<file path="src/rtl/multicycle_controller.sv">
// Sequencing FSM for the multicycle RV32I core: drives datapath enables and mux selects per step.
// Optional illegal-instruction trap state enabled by defining MC_CTRL_TRAP_EN.
module multicycle_controller (
   input  logic       clk,
   input  logic       reset,
   input  logic [6:0] op,
   input  logic [2:0] funct3,
   input  logic       funct7b5,
   input  logic       Zero,
   input  logic       MemReady,
   output logic       PCWrite,
   output logic       AdrSrc,
   output logic       MemWrite,
   output logic       IRWrite,
   output logic [1:0] ResultSrc,
   output logic [1:0] ALUSrcA,
   output logic [1:0] ALUSrcB,
   output logic       RegWrite,
   output logic [1:0] ImmSrc,
   output logic [2:0] ALUControl,
   output logic       Trap
);

   localparam logic [6:0] OP_LW  = 7'b0000011;
   localparam logic [6:0] OP_SW  = 7'b0100011;
   localparam logic [6:0] OP_R   = 7'b0110011;
   localparam logic [6:0] OP_I   = 7'b0010011;
   localparam logic [6:0] OP_BEQ = 7'b1100011;
   localparam logic [6:0] OP_JAL = 7'b1101111;

   typedef enum logic [3:0] {
      FETCH, DECODE, MEMADR, MEMREAD, MEMWRITE, MEMWB,
      EXECUTER, EXECUTEI, JAL, ALUWB, BEQ, TRAP
   } state_t;

   state_t     state, state_next;
   logic       pc_update, branch, ir_write, mem_write, reg_write;
   logic [2:0] alu_decoded;
`ifdef MC_CTRL_TRAP_EN
   logic       trap_state;
`endif

   always_ff @(posedge clk) begin
      if (reset) state <= FETCH;
      else       state <= state_next;
   end

   // Subtract only for R-type with funct7b5 set; immediates reuse bit 30 as immediate data.
   always_comb begin
      alu_decoded = 3'b000;
      case (funct3)
         3'b000:  alu_decoded = (op == OP_R && funct7b5) ? 3'b001 : 3'b000;
         3'b010:  alu_decoded = 3'b101;
         3'b110:  alu_decoded = 3'b011;
         3'b111:  alu_decoded = 3'b010;
         default: alu_decoded = 3'b000;
      endcase
   end

   always_comb begin
      ImmSrc = 2'b00;
      case (op)
         OP_SW:   ImmSrc = 2'b01;
         OP_BEQ:  ImmSrc = 2'b10;
         OP_JAL:  ImmSrc = 2'b11;
         default: ImmSrc = 2'b00;
      endcase
   end

   always_comb begin
      state_next = state;
      pc_update  = 1'b0;
      branch     = 1'b0;
      ir_write   = 1'b0;
      mem_write  = 1'b0;
      reg_write  = 1'b0;
      AdrSrc     = 1'b0;
      ResultSrc  = 2'b00;
      ALUSrcA    = 2'b00;
      ALUSrcB    = 2'b00;
      ALUControl = 3'b000;
`ifdef MC_CTRL_TRAP_EN
      trap_state = 1'b0;
`endif
      case (state)
         FETCH: begin
            ALUSrcB   = 2'b10;
            ResultSrc = 2'b10;
            if (MemReady) begin
               ir_write   = 1'b1;
               pc_update  = 1'b1;
               state_next = DECODE;
            end
         end
         DECODE: begin
            ALUSrcA = 2'b01;
            ALUSrcB = 2'b01;
            case (op)
               OP_LW, OP_SW: state_next = MEMADR;
               OP_R:         state_next = EXECUTER;
               OP_I:         state_next = EXECUTEI;
               OP_JAL:       state_next = JAL;
               OP_BEQ:       state_next = BEQ;
`ifdef MC_CTRL_TRAP_EN
               default:      state_next = TRAP;
`else
               default:      state_next = FETCH;
`endif
            endcase
         end
         MEMADR: begin
            ALUSrcA    = 2'b10;
            ALUSrcB    = 2'b01;
            state_next = (op == OP_LW) ? MEMREAD : MEMWRITE;
         end
         MEMREAD: begin
            AdrSrc = 1'b1;
            if (MemReady) state_next = MEMWB;
         end
         MEMWRITE: begin
            AdrSrc    = 1'b1;
            mem_write = 1'b1;
            if (MemReady) state_next = FETCH;
         end
         MEMWB: begin
            ResultSrc  = 2'b01;
            reg_write  = 1'b1;
            state_next = FETCH;
         end
         EXECUTER: begin
            ALUSrcA    = 2'b10;
            ALUControl = alu_decoded;
            state_next = ALUWB;
         end
         EXECUTEI: begin
            ALUSrcA    = 2'b10;
            ALUSrcB    = 2'b01;
            ALUControl = alu_decoded;
            state_next = ALUWB;
         end
         JAL: begin
            // Jump target was computed in DECODE; ALU now forms the link address.
            ALUSrcA    = 2'b01;
            ALUSrcB    = 2'b10;
            pc_update  = 1'b1;
            state_next = ALUWB;
         end
         ALUWB: begin
            reg_write  = 1'b1;
            state_next = FETCH;
         end
         BEQ: begin
            ALUSrcA    = 2'b10;
            ALUControl = 3'b001;
            branch     = 1'b1;
            state_next = FETCH;
         end
`ifdef MC_CTRL_TRAP_EN
         TRAP: begin
            trap_state = 1'b1;
            state_next = TRAP;
         end
`endif
         default: state_next = FETCH;
      endcase
   end

   assign PCWrite  = ~reset & (pc_update | (branch & Zero));
   assign IRWrite  = ~reset & ir_write;
   assign MemWrite = ~reset & mem_write;
   assign RegWrite = ~reset & reg_write;
`ifdef MC_CTRL_TRAP_EN
   assign Trap = ~reset & trap_state;
`else
   assign Trap = 1'b0;
`endif

endmodule

</file>
<file path="config.mk">
export PLATFORM = sky130hd
export DESIGN_NAME = multicycle_controller
export DESIGN_NICKNAME = d
export VERILOG_FILES = /design/src/rtl/multicycle_controller.sv
export SDC_FILE = /design/constraint.sdc
export NUM_CORES = 1
export LEC_CHECK = 0
export CAP_MARGIN = 0
export CORE_UTILIZATION = 43
export CTS_BUF_LIST = sky130_fd_sc_hd__clkbuf_4
export CTS_CLUSTER_DIAMETER = 150
export DETAILED_ROUTE_END_ITERATION = 8
export GPL_TIMING_DRIVEN = 1
export PLACE_DENSITY = 0.86
export SYNTH_ARGS = -nofsm -noshare
export SYNTH_HDL_FRONTEND = slang
export SYNTH_SLANG_ARGS = --single-unit
</file>
<file path="constraint.sdc">
create_clock -name clk -period 3.45 [get_ports clk]
set_clock_uncertainty 0.2 [all_clocks]
set_input_delay 0.345 -clock clk [delete_from_list [all_inputs] [get_ports clk]]
set_output_delay 0.345 -clock clk [all_outputs]
set_load 0.1 [all_outputs]
</file>
==> results of run 1 <==
-- metal layers --
| metal | GRT usage (%) | vias up | share of wire, % |
|---|---|---|---|
| met2 | 34.3 | 23 | 50 |
| met1 | 34.2 | 356 | 46 |
| met4 | 10.3 | 0 | 0 |
| li1 | - | 379 | - |
| met5 | 0 | - | 0 |
| met3 | 0 | 0 | 3.9 |
-- layout make-up --
type | count | area [um2]
clock buffer | 3 | 22.5
fill | 123 | 432
inverter | 2 | 7.51
multi-input combinational | 73 | 497
sequential | 4 | 80.1
tap | 15 | 18.8
timing repair buffer | 30 | 260
-- stage by stage --
stage	instances	util [%]	power (uW)	instance area (um2)	hold WS, ns
final	127	67.2	225	886	0.640
after global placement	124	65.5	167	863	0.591
after detailed placement	124	65.5	169	863	0.647
after global routing	127	67.2	239	886	0.695
after floorplan	90	-	136	641	0.367
after CTS	127	67.2	229	886	0.643
-- layout by cell type (no fill, tap or decap), types with 2 or more instances in the layout --
cell	synthesis	final
a211oi_1	3	2
a21oi_1	2	2
a22oi_1	2	2
and2_1	2	2
buf_4	1	16
clkbuf_4	0	3
clkdlybuf4s50_1	0	14
dfxtp_1	4	4
inv_1	2	2
nand2_1	5	5
nand2b_1	2	2
nand3_1	3	3
nor2_1	12	12
nor3_1	7	5
nor3_2	0	2
nor4b_1	4	3
o21ai_0	5	5
o41ai_1	2	2
xnor2_1	4	4
-- critical path, delay by kind of cell (launching register included) --
kind	cells	cell delay (ns)
and+or+nand+nor	3	0.56
buffers and inverters	2	0.58
DFF	1	0.72
-- logic make-up after synthesis --
family / share of synthesized area, %
xor+xnor: 5.66
flops: 12.9
compound gates: 26.3
other cells: 0.605
buf+inv: 10.3
simple gates: 44.2
-- power groups by stage --
stage	clock, uW	sequential, uW	combinational [uW]
after global routing	63.9	53.9	121
after detailed placement	0	53.8	115
after floorplan	0	48.7	87.4
after CTS	60.8	53.2	115
final	56.7	53.4	115
after global placement	0	53.7	113
-- worst paths after layout --
path,from,to,slack (ns),cells past startpoint
worst max-delay path,state[1]$_SDFFE_PP0P_,ALUControl[2],0.81,5
worst min-delay path,state[1]$_SDFFE_PP0P_,state[3]$_SDFFE_PP0P_,0.64,1
worst max register to register,state[1]$_SDFFE_PP0P_,state[0]$_SDFFE_PP0P_,1.48,4
worst min register to register,state[1]$_SDFFE_PP0P_,state[3]$_SDFFE_PP0P_,0.64,1
==> impl_metrics.toml, run 1 <==
[routing]
drc = 0
wl_per_cell_um = 13.4
drt_pre_antenna_iters = 4
ant_nets = 0
dr_total_vias = 758
viasPerCell = 5.97
wl_mm = 1.71
drtIter0Drc = 24

[power]
ir_worst_vdd_v = 0.000117
p_leak_uw = 0.000347
p_seq_share_pct = 23.7
p_clk_share_pct = 25.2
powerDensity_mw_per_mm2 = 254
p_sw_uw = 102
power_frac_comb_pct = 51.1
swShare_pct = 45.3
intPower_uw = 123

[synthesis]
synth_cells = 90
synth_fp_nets = 105
yosysMostFrequentCell = "nor2_1"
synth_edf_count = 0
synth_top_area_share_pct = 12.9
ys_seq_elements = 4
ys.flop_type = "dfxtp_1"
ys_async_sr_fraction_pct = 0
synthesis.area_um2 = 619
synth_common_cells = "nor2_1 (12), nor3_1 (7), nand2_1 (5), o21ai_0 (5)"
syn_avg_cell_area_um2 = 6.88
yosys-top-cells-area = "dfxtp_1 (13%), nor2_1 (7.3%), nor3_1 (5.7%)"
synth.distinct_cells = 40
ys.warnings.count = 0
yosysSeqAreaShare_pct = 12.9
synth_area_leader_cell = "dfxtp_1"

[clock_network]
h-tree-depth = 1
cts_buffer_depth = 2
clock_latency_ns = 0.23
post-cts-setup-buffers = 0
cts_tree = "done"
numClockSinks = 4
cts_root_buf = "clkbuf_4"
cts_resized = 0
cts_hold_buffers = 0
cts_made_buffers = 3
cts.clk_slew.worst_paths_ns = 0.04

[worst_setup_path]
critPathRequiredTime_ns = 2.90
cp_data_arrival_time_ns = 2.10
critPathMaxFanout = 18
end_kind = "output pin"
cpPeakStageDelay_ns = 0.72
cp_slowest_cell = "dfxtp_1"
worstSetupPathType = "reg -> out"
cp-start-kind = "register"
crit_chain = "inv_1 > nor2_1 > nand3_1 > nor3_2 > buf_4"

[floorplanning]
pin_count = 32
start_util_pct = 47.0
dieArea_mm2 = 0.00160
die_h_um = 40.0
coreArea_mm2 = 0.00132
die_x_um = 40.0
rows = 13

[finish]
regMostFlops = "state"
layout-drive-gt1-share_pct = 23.2
n_antenna_cell = 0
top_regs = "state x4"
largest_reg_flops = 4
fin_nets = 129
synthToLayoutAreaGrowth_pct = 43.0

[run_status]
status = "completed"

[global_routing]
grt_max_degree = 22
grt_use_total_pct = 23.1
antenna_found_initial = 0
grt_pass1_vias = 580
grt_pass1_wl_mm = 2.58
grt-ovfl-total = 0

[timing]
fin_setup_tns_ns = 0
fin_crit_sh_pct = 76.5
period_needed_ns = 2.64
finalWorstSetupSlack_ns = 0.809
max_slew_margin_pct = 54.8
max_freq_ghz = 0.379
maxSlewViolCount = 0
grt_setup_unrepaired = "no"
setup_viol = 0
hold_violations = 0
worst_pin_slew_ns = 0.677

[placed_design]
port_buffers = 30
pre_cts_ws_ns = 1.04
gp_congestion = 0.802
hpwlAfterDp_mm = 1.26

[hold_path]
hp-class = "reg -> reg"

[flow_run]
drv_cap = 0
(Power assumes the default switching activity.)
==> run 2: changes to the inputs <==
Settings changed: CORE_UTILIZATION 43 to 40, PLACE_DENSITY 0.86 to 0.81.
Clock period 3.45 ns to 2.45 ns, I/O delays scaled along.
==> impl_metrics.toml, run 2 (same netlist as run 1, synthesis figures left out) <==
[worst_setup_path]
cp_slowest_cell = "dfxtp_1"
critPathRequiredTime_ns = 2.01
r2r-start = "state[3]$_SDFFE_PP0P_"
cp_data_arrival_time_ns = 1.84
crit_start = "state[3]$_SDFFE_PP0P_"
cp-start-kind = "register"
crit_chain = "xnor2_1 > nor4b_2 > buf_12"
reg2reg_slack_ns = 0.46
reg2reg_depth = 4
critPathMaxFanout = 21
cpPeakStageDelay_ns = 0.80
end_kind = "output pin"
rr_endpoint = "state[0]$_SDFFE_PP0P_"
worstSetupEndpoint = "RegWrite"
worstSetupPathType = "reg -> out"

[floorplanning]
rows = 13
coreArea_mm2 = 0.00137
die_h_um = 41.4
die_x_um = 41.4
start_util_pct = 45.3
pin_count = 32
dieArea_mm2 = 0.00171

[run_status]
status = "completed"

[timing]
finalWorstSetupSlack_ns = 0.166
hold_violations = 0
fin_crit_sh_pct = 93.2
grt_setup_unrepaired = "no"
fin_setup_tns_ns = 0
period_needed_ns = 2.28
worst_pin_slew_ns = 0.752
maxSlewViolCount = 0
max_slew_margin_pct = 49.8
max_freq_ghz = 0.438
setup_viol = 0

[finish]
fin_nets = 130
layout-drive-gt1-share_pct = 30.1
n_fill_cell = 83
largest_reg_flops = 4
regMostFlops = "state"
mostFrequentLayoutCell = "buf_12"
top_regs = "state x4"
regArea_um2 = 80.1
n_antenna_cell = 0
synthToLayoutAreaGrowth_pct = 82.8
final_cell_mix = "buf_12 (16), clkdlybuf4s50_1 (14), nor2_1 (9)"
fin_cells = 128
multi_input_area_um2 = 536
final_area_mm2 = 0.00113

[clock_network]
cts_resized = 0
post-cts-setup-buffers = 0
h-tree-depth = 1
cts_root_buf = "clkbuf_4"
numClockSinks = 4
cts_made_buffers = 3
cts_hold_buffers = 0
cts_buffer_depth = 2
cts.clk_slew.worst_paths_ns = 0.04
cts_tree = "done"
clock_latency_ns = 0.25

[power]
p_clk_share_pct = 24.5
p_leak_uw = 0.000408
intPower_uw = 198
p_total_uw = 360
power_frac_comb_pct = 54.7
p_seq_share_pct = 20.8
ir_worst_vdd_v = 0.000201
powerDensity_mw_per_mm2 = 318
p_sw_uw = 162
swShare_pct = 45.0

[placed_design]
placed_cell_area_mm2 = 0.00111
dp.cells = 125
pre_cts_ws_ns = 0.268
port_buffers = 30
hpwlAfterDp_mm = 1.48
gp_congestion = 0.751

[global_routing]
grt-ovfl-total = 0
grt_pass1_vias = 647
grt_pass1_wl_mm = 2.77
grt_max_degree = 22
antenna_found_initial = 0
grt_use_total_pct = 24.1

[hold_path]
hp-class = "reg -> reg"

[routing]
viasPerCell = 6.21
drt_pre_antenna_iters = 4
wl_mm = 2.00
drtIter0Drc = 34
drc = 0
ant_nets = 0
dr_total_vias = 795
wl_per_cell_um = 15.6

[flow_run]
drv_cap = 0
==> run 2: cell count changes in the layout (fill, tap and decap cells not counted), sizes merged <==
cell,previous run,this run
buf,16,17
==> run 2: layout make-up <==
cell class / count / area share [%]
clock buffer: 3 / 1.99
inverter: 2 / 0.663
multi-input combinational: 73 / 47.3
sequential: 4 / 7.07
tap: 15 / 1.66
timing repair buffer: 31 / 41.3
==> run 2: critical path: cells and delay by family (launching register included) <==
family | cells | cell delay, ns
AND/OR/NAND/NOR | 1 | 0.37
XOR/XNOR | 1 | 0.19
flip-flops | 1 | 0.80
buffers and inverters | 1 | 0.22
==> run 2: how the worst min path moves through the flow <==
stage,cells after the start,from,slack [ns],endpoint
after floorplan,2,MemReady,0.27,state[3]$_SDFFE_PP0P_
after global placement,3,state[1]$_SDFFE_PP0P_,0.44,state[2]$_SDFFE_PP0P_
after detailed placement,3,state[1]$_SDFFE_PP0P_,0.45,state[2]$_SDFFE_PP0P_
after CTS,3,state[1]$_SDFFE_PP0P_,0.47,state[2]$_SDFFE_PP0P_
after global routing,3,state[1]$_SDFFE_PP0P_,0.51,state[2]$_SDFFE_PP0P_
final,3,state[1]$_SDFFE_PP0P_,0.47,state[2]$_SDFFE_PP0P_
==> run 2: per-stage QoR <==
| step | util (%) | hold WS, ns |
|---|---|---|
| floorplan | - | 0.267 |
| global placement | 81.2 | 0.445 |
| detailed placement | 81.2 | 0.454 |
| CTS | 82.9 | 0.468 |
| global route | 82.9 | 0.505 |
| finish | 82.9 | 0.474 |
==> run 2: power groups by stage <==
stage	logic [uW]	clock network (uW)	registers (uW)
2_1_floorplan	127	0	68.5
3_3_place_gp	192	0	75.4
3_5_place_dp	196	0	75.8
4_1_cts	197	85.6	74.8
5_1_grt	205	88.4	75.3
6_report	197	88.2	75.0
==> run 2: metal layers <==
layer	up-vias	track usage [%]	wire [um]
met2	48	45.3	1020
li1	376	-	-
met3	4	0.532	128
met1	367	29.3	835
met4	0	7.26	18
met5	-	0	0
